**config.mk**
```make
export PLATFORM = sky130hd
export DESIGN_NAME = cmp_pattern_bist
export DESIGN_NICKNAME = d
export VERILOG_FILES = /design/src/rtl/cmp_bist_pkg.sv /design/src/rtl/bist_misr_serial.sv /design/src/rtl/cmp_pattern_bist.sv
export SDC_FILE = /design/constraint.sdc
export NUM_CORES = 1
export LEC_CHECK = 0
export ABC_AREA = 1
export CORE_MARGIN = 2
export CORE_UTILIZATION = 35
export DETAILED_ROUTE_END_ITERATION = 6
export PLACE_DENSITY_LB_ADDON = 0.2
export SETUP_SLACK_MARGIN = 0.02
export SYNTH_ARGS = -nofsm -noshare
export SYNTH_HDL_FRONTEND = slang
export SYNTH_HIERARCHICAL = 1
export SYNTH_SLANG_ARGS = --single-unit
```
**constraint.sdc**
```tcl
create_clock -name clk -period 2.65 [get_ports clk]
set_input_delay 0.3975 -clock clk [delete_from_list [all_inputs] [get_ports clk]]
set_output_delay 0.3975 -clock clk [all_outputs]
set_load 0.01 [all_outputs]
```
**src/rtl/cmp_bist_pkg.sv**
```systemverilog
// cmp_bist_pkg: shared state encoding, mode encoding and default constants for the comparator pattern BIST
package cmp_bist_pkg;
  typedef enum logic [1:0] {IDLE, RUN, CHECK, DONE} state_t;
  localparam logic MODE_EXH = 1'b0;
  localparam logic MODE_LFSR = 1'b1;
  localparam logic [15:0] DEF_SIG_POLY = 16'h1021;
  localparam logic [7:0] DEF_LFSR_TAPS = 8'hB8;
  localparam logic [7:0] DEF_LFSR_SEED = 8'h01;
endpackage

```
**src/rtl/bist_misr_serial.sv**
```systemverilog
// bist_misr_serial: serial-input signature register (clk, clr, en, din -> sig) with CRC-style feedback polynomial
module bist_misr_serial #(
  parameter int SIG_W = 16,
  parameter logic [SIG_W-1:0] SIG_POLY = 16'h1021
) (
  input  logic             clk,
  input  logic             clr,
  input  logic             en,
  input  logic             din,
  output logic [SIG_W-1:0] sig
);
  logic fb;
  assign fb = sig[SIG_W-1] ^ din;
  always_ff @(posedge clk)
    if (clr) sig <= '0;
    else if (en) sig <= {sig[SIG_W-2:0], 1'b0} ^ ({SIG_W{fb}} & SIG_POLY);
endmodule

```
**src/rtl/cmp_pattern_bist.sv**
```systemverilog
// cmp_pattern_bist: drives pattin={a,b}, compacts pattout into signature, flags pass vs golden_sig (start/mode launch; busy/done/pass/pat_count status)
module cmp_pattern_bist
  import cmp_bist_pkg::*;
#(
  parameter int PAT_W = 8,
  parameter int SIG_W = 16,
  parameter logic [SIG_W-1:0] SIG_POLY = DEF_SIG_POLY,
  parameter logic [PAT_W-1:0] LFSR_TAPS = DEF_LFSR_TAPS,
  parameter logic [PAT_W-1:0] LFSR_SEED = DEF_LFSR_SEED
) (
  input  logic             clk,
  input  logic             rst_n,
  input  logic             start,
  input  logic             mode,
  input  logic [SIG_W-1:0] golden_sig,
  input  logic             pattout,
  output logic [PAT_W-1:0] pattin,
  output logic             busy,
  output logic             done,
  output logic             pass,
  output logic [SIG_W-1:0] signature,
  output logic [PAT_W:0]   pat_count
);
  state_t state;
  logic mode_q;
  logic launch;
  logic [PAT_W-1:0] pat_next;
  logic [PAT_W:0] cnt_next;
  logic [PAT_W:0] run_len;
  assign launch = (state == IDLE || state == DONE) && start;
  assign pat_next = mode_q == MODE_LFSR ? {pattin[PAT_W-2:0], ^(pattin & LFSR_TAPS)} : pattin + 1'b1;
  assign cnt_next = pat_count + 1'b1;
  assign run_len = mode_q == MODE_LFSR ? {1'b0, {PAT_W{1'b1}}} : {1'b1, {PAT_W{1'b0}}};
  bist_misr_serial #(.SIG_W(SIG_W), .SIG_POLY(SIG_POLY)) u_misr (
    .clk(clk),
    .clr(!rst_n || launch),
    .en(state == RUN),
    .din(pattout),
    .sig(signature)
  );
  always_ff @(posedge clk)
    if (!rst_n) begin
      state <= IDLE;
      mode_q <= MODE_EXH;
      pattin <= '0;
      pat_count <= '0;
      busy <= 1'b0;
      done <= 1'b0;
      pass <= 1'b0;
    end else
      case (state)
        IDLE, DONE:
          if (start) begin
            state <= RUN;
            mode_q <= mode;
            pattin <= mode == MODE_LFSR ? LFSR_SEED : '0;
            pat_count <= '0;
            busy <= 1'b1;
            done <= 1'b0;
            pass <= 1'b0;
          end
        RUN: begin
          pattin <= pat_next;
          pat_count <= cnt_next;
          if (cnt_next == run_len) state <= CHECK;
        end
        CHECK: begin
          pass <= signature == golden_sig;
          busy <= 1'b0;
          done <= 1'b1;
          state <= DONE;
        end
        default: state <= IDLE;
      endcase
endmodule

```
==> results.md <==
- Hold_sp: done
- Slew at the pin closest to its max-slew limit: a little over 0.7 ns
- Share of layout cells above drive strength 1: 0.0675
- DIE AREA: ~0.0070 mm2
- Post-synth top area share: 0.349
- CTS H-tree lvls: 2
- Net switching power: about 0.92 mW
- Critical R2R Launch: state[0]
- Distinct cell type count after synthesis: 34
- DP Wirelength: 3960 um
- Max transition margin: 0.517
- Wirelength, routed: between 5000 and 6000 um
- Worst R2R Path Depth: 6
- Fmax: roughly 0.5 GHz
- PwrDens: around 770 mW/mm2
- Buf/Inv on CP: 2
- Hold Path Sink: done
- Crit Path Class: reg2reg
- Site Rows: 29
- WL per Instance: between 10 and 15 um
- Sequential Power Share: 0.357
- Post-synth EDFFs: 0
- Crit share post-route: 0.759
- N_diodes: 0
- Max_cap viols: 0
- Final Hold Violating Endpoints: 0
- Fin crit period: just over 2 ns
- First-pass GRT wire length: between 9000 and 10000 um
- Ys Warns: 6
- Mapped Cells: about 330
- CTS tree: yes
- Clock root buffer: clkbuf_8
- Area of the multi-input gates: 0.00124 mm2
- GRT overflow: 0
- ANT nets after route: 0
- Residual DRC: 0
- # resized after CTS: 0
- Initial antenna violation count: 0
- Worst Path Required: between 2 and 3 ns
- Clock Sinks: 39
- Register area share after synthesis: 0.349
- Dominant synthesized flop cell: dfxtp_1
- Mean Syn Cell Area: about 6.8 um2
- Skew final: approximately 0.0056 ns
- Worst hold stages: 2
- Sw frac: 0.403
- Hold-fix buffers, CTS: 0
- Post-CTS Setup Inserts: 0
- Leak pwr: between 1 and 1.5 nW
- DR vias: around 2300
- Area occupied by registers: between 700 and 800 um2
- Crit path max fanout: 17
- DRT iter0 DRCs: roughly 140
- Total power: 2.28 mW
- Synthesized area: 0.00223 mm2
- Worst VDD drop: around 0.00031 V
- Startpoint types: flop
- Unrepaired setup endpoints after global routing: false
- Int Pwr: between 1 and 1.5 mW
- Number of global-route vias before repair: 2104
- Core area: approximately 0.0063 mm2
- Port bufs: 56
- Starting density of the core: 0.356
- Largest net degree at the start of global routing: 22
- Reg2reg setup slack: approximately 0.64 ns
- First-pass DRT Iterations: 4
- Die Wd: ~84 um
- Leading area contributor after synthesis: dfxtp_1
- Logic pwr share: 0.448
- Routability congestion estimate: roughly 0.84
- Outcome: finished clean
- Async SR Flop Fraction: 0
- Slowest cell on crit path: clkinv_1
- CP cell instances: inv_1 -> ha_1 -> o21ai_0 -> clkinv_1 -> a22oi_1 -> a211oi_1
- Hold/Removal Path Class: reg2reg
- Top cell types by occurrence after synthesis: nand2_1 (80), dfxtp_1 (39), nor2_1 (33)
- Critical Path End Type: flop
- # setup viols final: 0
- Clock latency on the worst-skew pair: 0.29 ns
- Clk slew on worst S/H paths: 0.08 ns
- DR vias/cell: just under 5
- Critical path's largest stage delay: 0.47 ns
- Layout Nets: a little over 400
- Worst endpoint data arrival time: 2.16 ns
- Top Family by Delay on Critical Path: compound AO/OA/AOI/OAI gates
- Synth-to-Final Area Change: 31.9%
- Die height: about 84 um
- Fillers: approximately 660
- Pins Over Slew Limit: 0
- Count leader, synth: nand2_1
- I/O pins: 57
- Clock Power Share: 0.195
- Total negative slack: 0 ns
- Critical R2R Capture: pattin[5]
- Total Routing Usage GR: 0.163
- CTS Buf Count: 5
- Yosys reg bits: 39
- Post-synthesis net count: 355
- Ranking of synthesized cells by area: dfxtp_1 (35%), nand2_1 (13%), a21oi_1 (6.7%), nor2_1 (5.5%), inv_1 (5.2%)
- Bufs on Longest Clock Path: 2
[cell usage in the layout, fill, tap and decap left out]
cell type	instances
a211oi_1	1
nand4_1	8
nor4_1	2
or2_2	3
clkbuf_1	1
ha_1	6
o21bai_1	1
inv_1	31
a21oi_1	30
xor2_1	12
nor2_2	1
clkbuf_8	7
buf_4	4
nand2_4	1
o21ai_0	22
nand3b_1	2
o21ai_1	3
nand2_1	80
nand3_1	18
a21oi_2	2
nor2_4	1
nor2_1	33
clkdlybuf4s50_1	56
o211ai_1	1
nor3_1	3
dfxtp_1	39
inv_2	2
a221oi_1	1
clkinv_1	3
xnor2_1	5
nand2_2	4
a22oi_1	1
nand3_2	1
[state kept, by name, summed over array words and instances, names as in the netlist]
| register | cells |
|---|---|
| done | 1 |
| pat_count | 9 |
| u_misr/sig | 16 |
| mode_q | 1 |
| state | 2 |
| pass | 1 |
| pattin | 8 |
| busy | 1 |
[worst min-delay path, cell delays in order, from the launching register on]
cell     delay [ns]
dfxtp_1        0.31
nand2_1        0.06
a21oi_1        0.05
[stage by stage]
stage                     setup WS (ns)   util  instance area, um2  hold slack [ns]  cells
final                             0.640  0.470                2950            0.464    462
after global routing              0.366  0.470                2950            0.485    462
after CTS                         0.612  0.470                2950            0.468    462
after detailed placement          0.494  0.454                2850            0.456    454
after global placement            0.538  0.454                2850            0.451    454
after floorplan                   0.968      -                2230            0.464    328
[power by group through the flow]
stage	clock (mW)	sequential [mW]	combinational [mW]
after floorplan	0	0.849	0.634
after global placement	0	0.829	1.01
after detailed placement	0	0.829	1.02
after CTS	0.458	0.817	1.03
after global routing	0.485	0.838	1.15
final	0.445	0.815	1.02
[routing by layer]
layer | wire [um] | vias up | GRT usage
li1 | - | 1173 | -
met1 | 2630 | 1023 | 0.209
met2 | 2570 | 59 | 0.271
met3 | 258 | 8 | 0.0386
met4 | 63 | 0 | 0.0484
met5 | 0 | - | 0
[cells by family after synthesis]
| group | share of synthesized area |
|---|---|
| AND/OR/NAND/NOR | 0.309 |
| AO/OA/AOI/OAI | 0.148 |
| buffers and inverters | 0.0935 |
| flip-flops | 0.349 |
| XOR/XNOR | 0.0666 |
| adder cells (fa/ha/maj) | 0.0336 |
[how the worst max path moves through the flow]
stage                            start   endpoint  slack [ns]  cells after the start
final                         state[0]  pattin[5]        0.64                      6
after global routing      pat_count[1]   state[0]        0.37                     14
after CTS                     state[0]  pattin[5]        0.61                      6
after detailed placement         start  pattin[5]        0.49                      6
after global placement           start  pattin[5]        0.54                      6
after floorplan               state[1]  pattin[3]        0.97                      8
[area by class of cell]
class / count / share of cell area
repair buffers: 60 / 0.200
flip-flops and latches: 39 / 0.265
multi-input cells: 242 / 0.422
clock buffers: 8 / 0.0340
inverters: 36 / 0.0458
well taps: 77 / 0.0327
Note: power is estimated with default switching activity, not from simulation.
